## src/rtl/sel_commit_pkg.sv

```systemverilog
// Shared types and constants for the select-commit mux and its stabilizer.
// Lane count, counter ceiling and the stability-counter width helper live here.
package sel_commit_pkg;

  typedef enum logic {
    IDLE   = 1'b0,
    SETTLE = 1'b1
  } state_t;

  localparam int LANES = 8;
  localparam logic [7:0] CNT_MAX = 8'hFF;

  function automatic int stab_w(input int stable_cyc);
    return $clog2(stable_cyc + 1);
  endfunction

endpackage

```

## src/rtl/sel_stabilizer.sv

```systemverilog
// Debounces the upstream select code and pulses commit when a new value has held
// for STABLE_CYC consecutive edges and differs from the currently active select.
//
//   state  | meaning
//   IDLE   | cand equals sel_active, nothing pending
//   SETTLE | counting consecutive edges on which selsw matched cand
module sel_stabilizer
  import sel_commit_pkg::*;
#(
  parameter int STABLE_CYC = 4
) (
  input  logic       clk,
  input  logic       reset,
  input  logic [2:0] selsw,
  output logic [2:0] sel_active,
  output logic [2:0] cand,
  output logic       commit
);

  localparam int SW = stab_w(STABLE_CYC);
  localparam logic [SW-1:0] STAB_LAST = SW'(STABLE_CYC - 1);
  localparam logic [SW-1:0] STAB_ONE  = SW'(1);

  state_t        state;
  logic [SW-1:0] stab;
  logic          settled;

  assign settled = (state == SETTLE) && (selsw == cand) && (stab == STAB_LAST);
  // Combinational so the parent can capture the lane on the same edge sel_active moves.
  assign commit  = settled && (cand != sel_active) && !reset;

  always_ff @(posedge clk) begin
    if (reset) begin
      state      <= IDLE;
      cand       <= 3'd0;
      stab       <= '0;
      sel_active <= 3'd0;
    end else if (selsw != cand) begin
      cand  <= selsw;
      stab  <= STAB_ONE;
      state <= SETTLE;
    end else if (state == SETTLE) begin
      if (stab == STAB_LAST) begin
        state <= IDLE;
        if (cand != sel_active) sel_active <= cand;
      end else begin
        stab <= stab + STAB_ONE;
      end
    end
  end

endmodule

```

## src/rtl/sel_commit_mux.sv

```systemverilog
// Commits a debounced select, captures the chosen lane into a single-entry
// valid/ready register, counts commits and flags overwritten unconsumed data.
module sel_commit_mux
  import sel_commit_pkg::*;
#(
  parameter int DATA_W     = 8,
  parameter int STABLE_CYC = 4
) (
  input  logic                    clk,
  input  logic                    reset,
  input  logic [2:0]              selsw,
  input  logic [LANES*DATA_W-1:0] din_flat,
  input  logic                    dout_ready,
  output logic [DATA_W-1:0]       dout,
  output logic                    dout_valid,
  output logic [2:0]              sel_active,
  output logic [7:0]              change_cnt,
  output logic                    overrun
);

  logic [2:0]        cand;
  logic              commit;
  logic [DATA_W-1:0] lanes [LANES];
  logic [DATA_W-1:0] sel_lane;
  logic              transfer;

  sel_stabilizer #(
    .STABLE_CYC (STABLE_CYC)
  ) u_stab (
    .clk        (clk),
    .reset      (reset),
    .selsw      (selsw),
    .sel_active (sel_active),
    .cand       (cand),
    .commit     (commit)
  );

  always_comb begin
    for (int i = 0; i < LANES; i++) lanes[i] = din_flat[i*DATA_W +: DATA_W];
  end

  assign sel_lane = lanes[cand];
  assign transfer = dout_valid && dout_ready;

  always_ff @(posedge clk) begin
    if (reset) begin
      dout       <= '0;
      dout_valid <= 1'b0;
      change_cnt <= 8'd0;
      overrun    <= 1'b0;
    end else if (commit) begin
      // Latest wins; only flag loss when the pending value was not taken this edge.
      dout       <= sel_lane;
      dout_valid <= 1'b1;
      if (change_cnt != CNT_MAX) change_cnt <= change_cnt + 8'd1;
      if (dout_valid && !dout_ready) overrun <= 1'b1;
    end else if (transfer) begin
      dout_valid <= 1'b0;
    end
  end

endmodule

```

## config.mk

```make
export PLATFORM = sky130hd
export DESIGN_NAME = sel_commit_mux
export DESIGN_NICKNAME = d
export VERILOG_FILES = /design/src/rtl/sel_commit_pkg.sv /design/src/rtl/sel_stabilizer.sv /design/src/rtl/sel_commit_mux.sv
export SDC_FILE = /design/constraint.sdc
export NUM_CORES = 1
export LEC_CHECK = 0
export ABC_AREA = 1
export CAP_MARGIN = 20
export CORE_MARGIN = 2
export CORE_UTILIZATION = 44
export DETAILED_ROUTE_END_ITERATION = 7
export MAX_ROUTING_LAYER = met4
export PLACE_DENSITY = 0.89
export SETUP_SLACK_MARGIN = 0.1
export SLEW_MARGIN = 20
export SYNTH_ARGS = -nofsm -noshare
export SYNTH_HDL_FRONTEND = slang
export SYNTH_SLANG_ARGS = --single-unit
```

## constraint.sdc

```tcl
create_clock -name clk -period 3.4 [get_ports clk]
set_input_delay 0.68 -clock clk [delete_from_list [all_inputs] [get_ports clk]]
set_output_delay 0.68 -clock clk [all_outputs]
set_load 0.05 [all_outputs]
```

Word level (Yosys, flattened, before mapping)
Cells that the tools add are included.
Operators by class
  add/sub/neg operators: 2
  $lt $le $gt $ge: 1
  equal/unequal tests: 6
  muxes and demuxes: 11
  bitwise logic cells: 3
  reduce and logical (&&, ||, !) cells: 16
Operator list (count)
  binary-select mux 8 bit (select 3 bit): 1
  2-to-1 mux 8 bit: 2
  adder 8 x 1 -> 8 bit, second input constant: 1
  2-to-1 mux 1 bit: 8
  != test 8 bit, second input constant: 1
  AND reduction 2 bit: 4
  logical AND 1 bit: 6
  != test 3 bit: 2
  greater-or-equal comparator 4 bit, second input constant: 1
  inverter 3 -> 4 bit: 1
  AND reduction 4 bit: 1
  nonzero test 2 bit: 2
  adder 3 x 1 -> 3 bit, second input constant: 1
  equality test 3 x 2 -> 1 bit, second input constant: 1
  equality test 3 bit: 1
  logical NOT 1 bit: 2
  != test 2 x 1 -> 1 bit, second input constant: 1
  inverter 1 bit: 2
  OR reduction 2 bit: 1
Storage, ports and cells
  register bits: 28
  input port bits: 70
  output and inout bits: 21
  word-level logic and storage cells: 48

Logic depth before layout (Yosys ltp)
  depth in word-level cells: 6
  depth in mapped cells: 12

Modules after synthesis
A second synthesis with hierarchy kept.
Unflattened totals
  cell total of the unflattened synthesis: 377
  area total of the unflattened synthesis: 2198.4 sq um
Modules (own cells, without submodules)
  sel_commit_mux: instances 1, cells each 302, area each 1685.4 sq um
  sel_stabilizer: instances 1, cells each 75, area each 513.0 sq um

Worst setup path after synthesis
No wires, ideal clock.
  path kind: flip-flop to flip-flop
  start point: register change_cnt[1]
  end point: register change_cnt[0]
  arrival: 1731 ps
  data required time: 3287 ps
  setup slack: 1556 ps
  stages on the path, launching flop included: 9
  period minus slack after synthesis: 1844 ps
  cells stage by stage: dfxtp_1 ha_1 nand2_1 nor3_2 nand3_2 nand3_4 nand2_1 nand2_1 nor2_1
On the way
  longest elaborated chain between the ends: 2
Ends and longest elaborated chain
  start, declared: RTL line sel_commit_mux.sv:17  | output logic [7:0] change_cnt,
  start signal, assigned: RTL line sel_commit_mux.sv:55  | if (change_cnt != CNT_MAX) change_cnt <= change_cnt + 8'd1;
  != test 8 bit: RTL line sel_commit_mux.sv:55
  AND reduction 2 bit (no line)
No other way between the ends.
A chain may end at the register's enable or synchronous reset.

Worst setup path after layout
  start point: register u_stab.cand[0]
  end point: register u_stab.sel_active[0]
On the way
  longest elaborated chain between the ends: 3
Ends and longest elaborated chain
  start, declared: RTL line sel_stabilizer.sv:16  | output logic [2:0] cand,
  start signal, assigned: RTL line sel_stabilizer.sv:39  | cand <= selsw;
  != test 3 bit: RTL line sel_stabilizer.sv:38  | end else if (selsw != cand) begin
  inverter 1 bit (no line)
  AND reduction 4 bit (no line)
  end signal, assigned: RTL line sel_stabilizer.sv:45  | if (cand != sel_active) sel_active <= cand;
  end, declared: RTL line sel_stabilizer.sv:15  | output logic [2:0] sel_active,
Several ways; a longest one is shown, not always the timed one.

==> reports/metrics.yaml <==
avgSynthCellArea_um2: 6.401
cp_cell_sequence: "clkinv_2 -> nand2_1 -> nand2_1 -> nand4_2 -> nor2_2 -> buf_4 -> o21ai_0 -> a21oi_1"
startpoint: "u_stab.cand[0]"
cts_setup_buffers: 0
regToRegSetupSlack_ns: 1.02
syn_nets: 358
synth_cell_types: 30
synthTopCellsByArea: "dfxtp_1 (31%), nand2_1 (13%), nor2_1 (12%)"
seq_area_frac_synth_pct: 30.73
fmax_mhz: 420.0
cp_slowest_cell: "dfxtp_1"
ys.flop_type: "dfxtp_1"
ant_nets: 0
power.density_nw_per_um2: 274.5
drt-total-wl_um: 5603
initial_core_util_pct: 45.61
yosys_warnings: 0
nets: 439
post-dp-hpwl_um: 4215
io_buffers: 90
grt_pass1_vias: 2028
endpoint: "u_stab.sel_active[0]"
cp-start-kind: "flip-flop"
vias_per_cell: 5.253
syn2layout_area_growth_pct: 52.40
grt_use_total_pct: 25.39
rsz0062_at_grt: "false"
ys_seq_elements: 28
grt_pass1_wl_um: 8887
die_h_um: 68.39
die-area_um2: 4677
yosysTopAreaCell: "dfxtp_1"
dr_total_vias: 2180
skew_ns: 0.007189
arrival_ns: 2.52
core_um2: 4000
p_leak_uw: 0.001104
tightest_slew_ns: 0.6993
hold_viol: 0
path_class: "flip-flop to flip-flop"
drc: 0
gp_congestion: 0.8448
clock-sinks: 28
drv_slew: 0
dp_cells: 411
slowest_delay_ns: 0.75
clk_pin_slew_ns: 0.10
synthArstFlopShare_pct: 0
syn_area_um2: 1824
cts_resized: 0
critPathCaptureType: "flip-flop"
setup_viol: 0
drv_cap: 0
peakVddDrop_mv: 0.2195
fin_crit_sh_pct: 70.02
clk_latency_ns: 0.27
rr_endpoint: "u_stab.sel_active[0]"
fin_crit_ns: 2.381
hold_buffers: 0
status: "completed"
drt-initial-drc-count: 82
root_buffer: "clkbuf_8"
hold_path.class: "flip-flop to flip-flop"
synth_common_cells: "nand2_1 (62), nor2_1 (56), o21ai_0 (37)"
synth_top_area_share_pct: 30.73
antenna_found_initial: 0
fin_area_um2: 2780
required_ns: 3.54
synth_edf_count: 0
finalPower_uw: 763.2
instances_no_fill: 415
rows: 23
clock_path_buffers: 2
cts_buffers: 3
grt_max_degree: 35
antennaDiodeCount: 0
placed_area_um2: 2709
synth_cells: 285
cts_tree: "built"
slew_headroom_pct: 53.09
rr_startpoint: "u_stab.cand[0]"
r2r_cells: 8
grt_overflow_total: 0
htree_levels: 1
dr.pass1.iters: 6
wire_per_inst_um: 13.50
path_common_cell: "nand2_1"
ioPinCount: 91
layout-drive-gt1-share_pct: 4.384
hold_slack_ns: 0.4658
synth.most_common_cell: "nand2_1"
die_w_um: 68.39
critPathMaxFanout: 34
tns_ns: 0
## cell usage in the layout (no fill, tap or decap)
cell,instances
bufinv_16,1
nand3_1,11
clkdlybuf4s50_1,90
nand3b_1,2
clkinv_1,2
nand4_1,6
or2_2,1
xnor2_2,1
inv_4,1
o31ai_1,1
nand2_1,62
a21oi_1,11
xor2_1,6
and3_1,1
nor3_2,1
buf_4,3
xnor2_1,1
nor2_1,56
o21ai_1,1
clkbuf_8,3
inv_1,15
dfxtp_1,28
clkinv_2,1
o22ai_1,16
nand3_4,1
nor2_2,1
nand4_2,1
nand3_2,1
ha_1,3
o21ai_0,37
## logic make-up (layout without fill, tap and decap cells)
kind of cell / Yosys count / count (layout) / synth area share (%)
fa+ha+maj: 3 / 3 / 2.058
flops: 28 / 28 / 30.73
simple gates: 144 / 144 / 33.95
compound gates: 66 / 66 / 19.34
xor+xnor: 8 / 8 / 4.253
buf+inv: 36 / 116 / 9.670
## state kept, by name (all words and copies together) (netlist names)
register / flops
change_cnt: 8
dout: 8
u_stab.cand: 3
u_stab.sel_active: 3
u_stab.stab: 3
dout_valid: 1
overrun: 1
u_stab.state: 1
## stage by stage
stage          setup WS (ns)  util (%)
2_1_floorplan          1.556         -
3_3_place_gp          0.8773     67.72
3_5_place_dp          0.8355     67.72
4_1_cts                1.020     69.50
5_1_grt               0.7144     69.50
6_report               1.019     69.50
## worst max-delay path: cells and delay by family, from the launching register on
| family | cells | cell delay [ns] |
|---|---|---|
| simple gates | 4 | 0.48 |
| compound gates | 2 | 0.26 |
| flops | 1 | 0.75 |
| buf+inv | 2 | 0.76 |
## layout make-up
cell class / count / area [um2]
fill: 340 / 1220
multi-input combinational: 221 / 1087
timing repair buffer: 93 / 923.4
sequential: 28 / 560.5
inverter: 19 / 75.07
tap: 50 / 62.56
clock buffer: 3 / 41.29
clock inverter: 1 / 30.03
## how the worst min path moves through the flow
stage / from / depth (start not counted) / slack (ns) / end
2_1_floorplan: u_stab.stab[2] / 2 / 0.44 / u_stab.stab[2]
3_3_place_gp: u_stab.stab[2] / 2 / 0.45 / u_stab.stab[2]
3_5_place_dp: u_stab.stab[2] / 2 / 0.45 / u_stab.stab[2]
4_1_cts: u_stab.stab[2] / 2 / 0.47 / u_stab.stab[2]
5_1_grt: u_stab.stab[2] / 2 / 0.49 / u_stab.stab[2]
6_report: u_stab.stab[2] / 2 / 0.47 / u_stab.stab[2]
## power by group
group | total [uW] | switching [uW] | internal, uW
logic | 163 | 64.7 | 98.5
clock network | 258 | 101 | 158
registers | 342 | 10.5 | 331
total | 763 | 176 | 587
## routing by layer
layer	vias up	global-route usage (%)	wire (um)
met2	81	45.07	2629
met1	986	28.60	2393
met5	-	-	0
li1	1101	-	-
met4	0	8.750	112
met3	12	4.112	468
Power figures use the tool's default switching activity.
